$ cat src/rtl/writeback.sv
// writeback: in-order write-back queue feeding the register-file write port.
// Results from execute/memory are queued (rd==0 results are dropped), then
// drained one per cycle on wr_ack_i. A drain request stops intake and pulses
// drained_o once all pending writes have committed.
// Optional feature macro: WB_FORWARD_EN (pending-write forwarding lookups).
// States:
//   RUN   | normal operation, results accepted when not full
//   DRAIN | intake stopped, queue pops until empty, then back to RUN
module writeback #(
  parameter int DEPTH = 4,
  parameter int XLEN  = 32,
  parameter int AW    = 5
) (
  input  logic                       clk,
  input  logic                       reset,
  input  logic                       res_valid_i,
  output logic                       res_ready_o,
  input  logic [AW-1:0]              res_rd_i,
  input  logic [XLEN-1:0]            res_data_i,
  output logic                       wr_en_o,
  output logic [AW-1:0]              wr_addr_o,
  output logic [XLEN-1:0]            wr_data_o,
  input  logic                       wr_ack_i,
  input  logic                       drain_i,
  output logic                       drained_o,
  output logic [$clog2(DEPTH):0]     count_o,
  output logic                       full_o,
  output logic                       empty_o,
  output logic [31:0]                retired_o,
  input  logic [AW-1:0]              rs1_i,
  input  logic [AW-1:0]              rs2_i,
  output logic                       fwd_a_hit_o,
  output logic                       fwd_b_hit_o,
  output logic [XLEN-1:0]            fwd_a_data_o,
  output logic [XLEN-1:0]            fwd_b_data_o
);

  localparam int PW = $clog2(DEPTH);
  localparam int CW = PW + 1;

  typedef enum logic {RUN = 1'b0, DRAIN = 1'b1} state_t;

  state_t            state, state_nxt;
  logic [AW-1:0]     rd_q   [DEPTH];
  logic [XLEN-1:0]   data_q [DEPTH];
  logic [PW-1:0]     head, tail;
  logic [CW-1:0]     count;
  logic [31:0]       retired;
  logic              push, pop, empty, full;

  assign empty = (count == '0);
  assign full  = (count == CW'(DEPTH));

  // Ready depends only on registered state so wr_ack_i never reaches it.
  assign res_ready_o = (state == RUN) && !full;
  assign push        = res_valid_i && res_ready_o && (res_rd_i != '0) && !reset;
  // No write is issued while reset is asserted.
  assign wr_en_o     = !empty && !reset;
  assign pop         = wr_en_o && wr_ack_i;

  assign wr_addr_o = wr_en_o ? rd_q[head]   : '0;
  assign wr_data_o = wr_en_o ? data_q[head] : '0;
  assign count_o   = count;
  assign full_o    = full;
  assign empty_o   = empty;
  assign retired_o = retired;

  // Queue storage: written at tail, no reset needed since count gates validity.
  always_ff @(posedge clk) begin
    if (push) begin
      rd_q[tail]   <= res_rd_i;
      data_q[tail] <= res_data_i;
    end
  end

  // Pointers, occupancy, retire counter and FSM state.
  always_ff @(posedge clk) begin
    if (reset) begin
      head    <= '0;
      tail    <= '0;
      count   <= '0;
      retired <= '0;
      state   <= RUN;
    end else begin
      state <= state_nxt;
      if (push) tail <= tail + 1'b1;
      if (pop) begin
        head    <= head + 1'b1;
        retired <= retired + 32'd1;
      end
      unique case ({push, pop})
        2'b10:   count <= count + 1'b1;
        2'b01:   count <= count - 1'b1;
        default: count <= count;
      endcase
    end
  end

  // Next-state logic and the drain-complete pulse.
  always_comb begin
    state_nxt = state;
    drained_o = 1'b0;
    unique case (state)
      RUN:   if (drain_i) state_nxt = DRAIN;
      DRAIN: if (empty) begin
        state_nxt = RUN;
        drained_o = !reset;
      end
      default: state_nxt = RUN;
    endcase
  end

`ifdef WB_FORWARD_EN
  // Forwarding: scan oldest to youngest so the youngest match wins.
  always_comb begin
    logic [PW-1:0] idx;
    idx          = '0;
    fwd_a_hit_o  = 1'b0;
    fwd_b_hit_o  = 1'b0;
    fwd_a_data_o = '0;
    fwd_b_data_o = '0;
    for (int i = 0; i < DEPTH; i++) begin
      idx = head + PW'(i);
      if (CW'(i) < count) begin
        if ((rs1_i != '0) && (rd_q[idx] == rs1_i)) begin
          fwd_a_hit_o  = 1'b1;
          fwd_a_data_o = data_q[idx];
        end
        if ((rs2_i != '0) && (rd_q[idx] == rs2_i)) begin
          fwd_b_hit_o  = 1'b1;
          fwd_b_data_o = data_q[idx];
        end
      end
    end
  end
`else
  logic unused_fwd;
  assign unused_fwd   = ^{rs1_i, rs2_i};
  assign fwd_a_hit_o  = 1'b0;
  assign fwd_b_hit_o  = 1'b0;
  assign fwd_a_data_o = '0;
  assign fwd_b_data_o = '0;
`endif

endmodule

$ cat config.mk
export PLATFORM = sky130hd
export DESIGN_NAME = writeback
export DESIGN_NICKNAME = d
export VERILOG_FILES = /design/src/rtl/writeback.sv
export SDC_FILE = /design/constraint.sdc
export NUM_CORES = 1
export LEC_CHECK = 0
export ABC_AREA = 1
export ABC_CLOCK_PERIOD_IN_PS = 5600
export CELL_PAD_IN_SITES_DETAIL_PLACEMENT = 1
export CELL_PAD_IN_SITES_GLOBAL_PLACEMENT = 1
export CORE_ASPECT_RATIO = 0.9
export CORE_MARGIN = 3
export CORE_UTILIZATION = 39
export CTS_BUF_LIST = sky130_fd_sc_hd__clkbuf_4 sky130_fd_sc_hd__clkbuf_8
export DETAILED_ROUTE_END_ITERATION = 8
export PLACE_DENSITY = 0.8
export SLEW_MARGIN = 20
export SYNTH_ARGS = -nofsm -noshare
export SYNTH_HDL_FRONTEND = slang
export SYNTH_SLANG_ARGS = --single-unit
$ cat constraint.sdc
create_clock -name clk -period 5.6 [get_ports clk]
set_input_delay 0.56 -clock clk [delete_from_list [all_inputs] [get_ports clk]]
set_output_delay 0.56 -clock clk [all_outputs]
set_load 0.005 [all_outputs]
==> results of run 1 <==
[power groups by stage]
stage          combinational (mW)  sequential (mW)  clock (mW)
2_1_floorplan               0.159             1.59           0
3_3_place_gp                0.249             1.59           0
3_5_place_dp                0.260             1.59           0
4_1_cts                     0.261             1.56       0.986
5_1_grt                     0.290             1.56        1.05
6_report                    0.259             1.56       0.960
[kinds of logic (layout without fill, tap and decap cells)]
family | after synthesis | in the layout | share of synthesized area [%]
xor gates and xnor gates | 3 | 3 | 0.306
adders and majority gates | 7 | 7 | 1.11
AOI/OAI and AO/OA | 144 | 144 | 8.53
buffers and inverters | 148 | 206 | 9.91
DFF | 190 | 190 | 61.6
other | 1 | 66 | 0.0437
and+or+nand+nor | 362 | 362 | 18.5
[stage by stage]
stage / std cells / cell area (µm²) / power, mW / hold WS [ps]
2_1_floorplan: 920 / 8820 / 1.75 / 442
3_3_place_gp: 1232 / 9780 / 1.84 / 454
3_5_place_dp: 1232 / 9780 / 1.85 / 467
4_1_cts: 1264 / 10200 / 2.80 / 485
5_1_grt: 1264 / 10200 / 2.90 / 525
6_report: 1264 / 10200 / 2.78 / 483
[final cells by class]
type / count / area (µm²) / share of cell area [%]
clock buffers: 17 / 234 / 2.29
inverters: 48 / 184 / 1.80
repair buffers: 126 / 1240 / 12.1
clock inverters: 15 / 208 / 2.03
well taps: 286 / 358 / 3.50
flip-flops and latches: 190 / 5290 / 51.7
multi-input cells: 582 / 2720 / 26.6
[worst min-delay path: stages, from the launching register on]
cell and delay, ps:
dfxtp_1 310, inv_1 60, a21oi_1 70
[synthesized netlist by cell type, types with 6 or more instances]
library cell / count / area, µm²
ha_1: 6 / 75.1
nor2_1: 224 / 841
a21oi_1: 53 / 265
nand3_1: 24 / 120
buf_1: 7 / 26.3
buf_2: 11 / 55.1
buf_4: 68 / 510
clkbuf_1: 11 / 41.3
edfxtp_1: 148 / 4440
o21ai_0: 81 / 405
nor2_2: 6 / 37.5
inv_1: 44 / 165
dfxtp_1: 42 / 841
nand4_1: 6 / 37.5
nand2_1: 76 / 285
[per-layer routing]
layer | wire length (µm) | vias up | global-route usage [%] | part of all wire (%)
met1 | 9440 | 3054 | 23.1 | 43
li1 | - | 2944 | - | -
met3 | 883 | 24 | 4.03 | 4.0
met5 | 12 | - | 0 | 0.054
met4 | 263 | 2 | 4.35 | 1.2
met2 | 11600 | 141 | 33.7 | 52
[worst paths after layout]
path,from,to,slack (ps),cells past startpoint
max reg2reg,count_o[2]$_SDFFE_PP0P_,data_q[3][12]$_DFFE_PP_,3020,6
min,head[1]$_SDFFE_PP0P_,register,480,2
min reg2reg,head[1]$_SDFFE_PP0P_,register,480,2
max,register,wr_data_o[2],1430,5
[flip-flops by register name, indices dropped and copies added (netlist names), named ones only]
register   cells
retired_o     32
tail           2
state          1
rd_q          20
count_o        3
data_q       128
head           2
==> flow_summary_export.csv, run 1 <==
group,metric,value,unit
status,status,"complete, no violations",
timing,fin_crit_sh,74.5,%
synth,async_reset_ff_share,0,%
global_routing,grt_max_degree,76,
layout,fill_cells,2392,
clock_tree,clockBufferDepth,2,
timing,worst_pin_slew,984,ps
timing,setup_slack,1430,ps
pwr,p_switching,0.734,mW
clock_tree,clk_pin_slew_worst_paths,100,ps
layout,fin_util,48.2,%
setup_path,cp_cell_sequence,"buf_4 > clkinv_2 > o21ai_0 > a21oi_1 > clkdlybuf4s50_1",
setup_path,cpLargestDelayFamily,"buffers and inverters",
clock_tree,numCtsBuffers,17,
setup_path,cpMaxStageDelayCell,"clkinv_2",
layout,layout-drive-gt1-share,7.57,%
global_routing,grtUsageTotal,18.8,%
layout,n_antenna_cell,0,
pwr,internal-power,2.04,mW
pwr,clkPwrFrac,34.6,%
synth,synth_flop_cell,"edfxtp_1",
timing,fmax,240,MHz
die,chipHeight,147,µm
timing,tns,0,ps
route,drc,0,
synth,synth.avg_cell_area,10.0,µm²
clock_tree,insertion_delay,460,ps
timing,skew,11.1,ps
synth,synth_edf_count,148,
hold_path,min_path_type,"reg -> reg",
route,routedWlPerCell,17.6,µm
clock_tree,post_cts_buffers,0,
pwr,swShare,26.4,%
pwr,peakVddDrop,0.155,mV
clock_tree,cts_tree,"built",
setup_path,criticalPathCategory,"reg -> out",
route,antenna_left,0,
layout,area_growth_syn_to_layout,19.2,%
place,place_ws,1580,ps
clock_tree,cts_sinks,190,
synth,ys_types,35,
pwr,seq_power_share,56.1,%
global_routing,antenna_found_initial,1,
route,vias_per_cell,4.88,
pwr,p_per_area,271,nW/µm²
global_routing,grt_pass1_wl,35.0,mm
synth,synth_area,8580,µm²
die,fp.dieW,162,µm
clock_tree,holdBufCountCts,0,
layout,final_common_cell,"nor2_1",
synth,yosysSeqAreaShare,61.6,%
clock_tree,cts_root_buf,"clkbuf_8",
die,ioPinCount,195,
layout,finalNetCount,1024,
setup_path,critPathLaunchType,"register",
clock_tree,htreeDepth,4,
die,coreArea,21200,µm²
route,drtPass1Iterations,4,
place,numPortBuffers,118,
timing,final.min_clock_period,4170,ps
timing,rsz0062_at_grt,"false",
global_routing,overflow,0,
pwr,cellLeakagePower,3.61,nW
synth,synth_cells,855,
timing,slew_violations,0,
timing,relSlewSlack,34.4,%
synth,ys_ff_latch,190,
layout,mostFrequentLayoutCells,"220 x nor2_1, 148 x edfxtp_1, 118 x clkdlybuf4s50_1",
setup_path,critical_path_buf_inv_count,3,
place,dp_hpwl,14.7,mm
setup_path,critPathArrivalTime,3610,ps
global_routing,grt_pass1_vias,6583,
setup_path,worstPathRequired,5040,ps
clock_tree,post_cts_resized,0,
route,drt_iter0_drc,391,
setup_path,critical_path.endpoint_type,"output port",
route,routed_wirelength,22.2,mm
setup_path,cpPeakStageDelay,990,ps
pwr,combPwrFrac,9.3,%
die,rows,50,
setup_path,critPathMaxFanout,75,
run,cap_violations,0,
die,start_util,40.4,%
route,num_vias,6165,
place,routabilityCongestion,0.774,
timing,final_hold_viol_count,0,
synth,ys_warn_count,0,
die,dieArea,23800,µm²
timing,setup_viol,0,
No activity file was read; power rests on OpenSTA's default activity.
==> inputs of run 2 (changes only) <==
--- a/config.mk
+++ b/config.mk
@@ -6,7 +6,7 @@
 export NUM_CORES = 1
 export LEC_CHECK = 0
 export ABC_AREA = 1
-export ABC_CLOCK_PERIOD_IN_PS = 5600
+export ABC_CLOCK_PERIOD_IN_PS = 4300
 export CELL_PAD_IN_SITES_DETAIL_PLACEMENT = 1
 export CELL_PAD_IN_SITES_GLOBAL_PLACEMENT = 1
 export CORE_ASPECT_RATIO = 0.9
==> constraint.sdc (replaced) <==
create_clock -name clk -period 4.3 [get_ports clk]
set_input_delay 0.43 -clock clk [delete_from_list [all_inputs] [get_ports clk]]
set_output_delay 0.43 -clock clk [all_outputs]
set_load 0.005 [all_outputs]
==> run 2 against run 1 <==
Compared with the run above:
- clock-buffer cell count up 1
- combinational power up 31%
- total power up 27%
- setup slack worse by 310 ps
==> flow_summary_export.csv, run 2 (synthesized netlist as in run 1, its figures left out) <==
group,metric,value,unit
status,status,"complete, no violations",
layout,layout-drive-gt1-share,7.85,%
timing,tns,0,ps
timing,skew,20.8,ps
setup_path,critPathLaunchType,"register",
layout,n_antenna_cell,0,
layout,fin_util,48.2,%
setup_path,critPathMaxFanout,74,
die,chipHeight,147,µm
route,drtPass1Iterations,4,
hold_path,holdPathStages,1,
clock_tree,post_cts_resized,0,
setup_path,r2r-end,"count_o[2]$_SDFFE_PP0P_",
timing,fin_crit_sh,73.9,%
timing,final_hold_viol_count,0,
route,routedWlPerCell,17.3,µm
setup_path,criticalPathCategory,"reg -> out",
layout,multiInputGateArea,2720,µm²
clock_tree,clockBufferDepth,2,
run,cap_violations,0,
route,drt_iter0_drc,332,
die,rows,50,
timing,worst_pin_slew,925,ps
hold_path,min_path_type,"reg -> reg",
place,numPortBuffers,118,
clock_tree,post_cts_buffers,0,
clock_tree,insertion_delay,460,ps
layout,largest_reg_flops,128,
global_routing,overflow,0,
die,start_util,40.4,%
layout,regMostFlops,"data_q",
layout,final_area,10200,µm²
hold_path,hp-start,"head[0]$_SDFFE_PP0P_",
setup_path,critical_path.endpoint_type,"output port",
layout,finalNetCount,1027,
setup_path,reg2reg_setup_slack,1770,ps
layout,fill_cells,2388,
route,num_vias,6148,
pwr,p_per_area,346,nW/µm²
clock_tree,cts_root_buf,"clkbuf_8",
timing,whs,487,ps
setup_path,cpMostUsedCell,"nor2_1",
setup_path,cp_cell_sequence,"buf_4 > nor2_1 > nor2_1 > o21ai_0 > a21oi_1 > clkdlybuf4s50_1",
timing,fmax,315,MHz
pwr,peakVddDrop,0.154,mV
global_routing,antenna_found_initial,1,
route,drc,0,
global_routing,grt_pass1_vias,6399,
die,fp.dieW,162,µm
place,dp_cells,1235,
layout,fin_cells,1267,
global_routing,grt_max_degree,75,
layout,mostFrequentLayoutCells,"220 x nor2_1, 148 x edfxtp_1, 118 x clkdlybuf4s50_1",
timing,rsz0062_at_grt,"false",
clock_tree,cts_sinks,190,
setup_path,cpLargestDelayFamily,"buffers and inverters",
timing,final.min_clock_period,3180,ps
die,dieArea,23800,µm²
route,routed_wirelength,21.9,mm
setup_path,cpPeakStageDelay,620,ps
die,coreArea,21200,µm²
pwr,power.total,3.53,mW
setup_path,critical_path_buf_inv_count,2,
setup_path,rr_startpoint,"count_o[1]$_SDFFE_PP0P_",
setup_path,worstPathRequired,3870,ps
place,place_area,9810,µm²
clock_tree,holdBufCountCts,0,
clock_tree,htreeDepth,4,
timing,slew_violations,0,
setup_path,critPathArrivalTime,2750,ps
setup_path,ff2ff_path_depth,11,
clock_tree,clk_pin_slew_worst_paths,100,ps
die,ioPinCount,195,
pwr,cellLeakagePower,3.60,nW
place,place_ws,1120,ps
global_routing,grtUsageTotal,18.1,%
timing,setup_slack,1120,ps
layout,final_common_cell,"nor2_1",
layout,area_growth_syn_to_layout,19.1,%
global_routing,grt_pass1_wl,34.0,mm
clock_tree,numCtsBuffers,17,
place,routabilityCongestion,0.782,
timing,relSlewSlack,38.2,%
clock_tree,cts_tree,"built",
setup_path,cpMaxStageDelayCell,"buf_4",
place,dp_hpwl,14.5,mm
layout,seqCellArea,5290,µm²
timing,setup_viol,0,
route,vias_per_cell,4.85,
route,antenna_left,0,
-- run 2: layer usage --
metal / vias up / global-route usage (%) / wire (µm)
li1: 2957 / - / -
met1: 3033 / 22.1 / 9360
met2: 138 / 32.6 / 11400
met3: 18 / 3.74 / 929
met4: 2 / 4.69 / 191
met5: - / 0 / 20
-- run 2: final cells by class --
class,instances,area share (%)
Clock buffer,18,2.36
Sequential cell,190,51.7
Clock inverter,14,1.64
Timing Repair Buffer,129,12.4
Tap cell,286,3.50
Inverter,48,1.79
Multi-Input combinational cell,582,26.6
-- run 2: worst max-delay path by stage --
stage	end	cells after the start	slack [ps]
floorplan	data_q[0][0]$_DFFE_PP_	4	1380
global placement	count_o[2]$_SDFFE_PP0P_	11	1210
detailed placement	count_o[2]$_SDFFE_PP0P_	11	1120
CTS	wr_data_o[24]	5	1120
global route	wr_addr_o[1]	6	960
finish	wr_addr_o[1]	6	1120
-- run 2: power by group --
group          switching, mW  leakage (nW)  internal (mW)
clock network          0.715         0.199          0.450
registers             0.0132          1.68           2.01
logic                  0.203          1.72          0.137
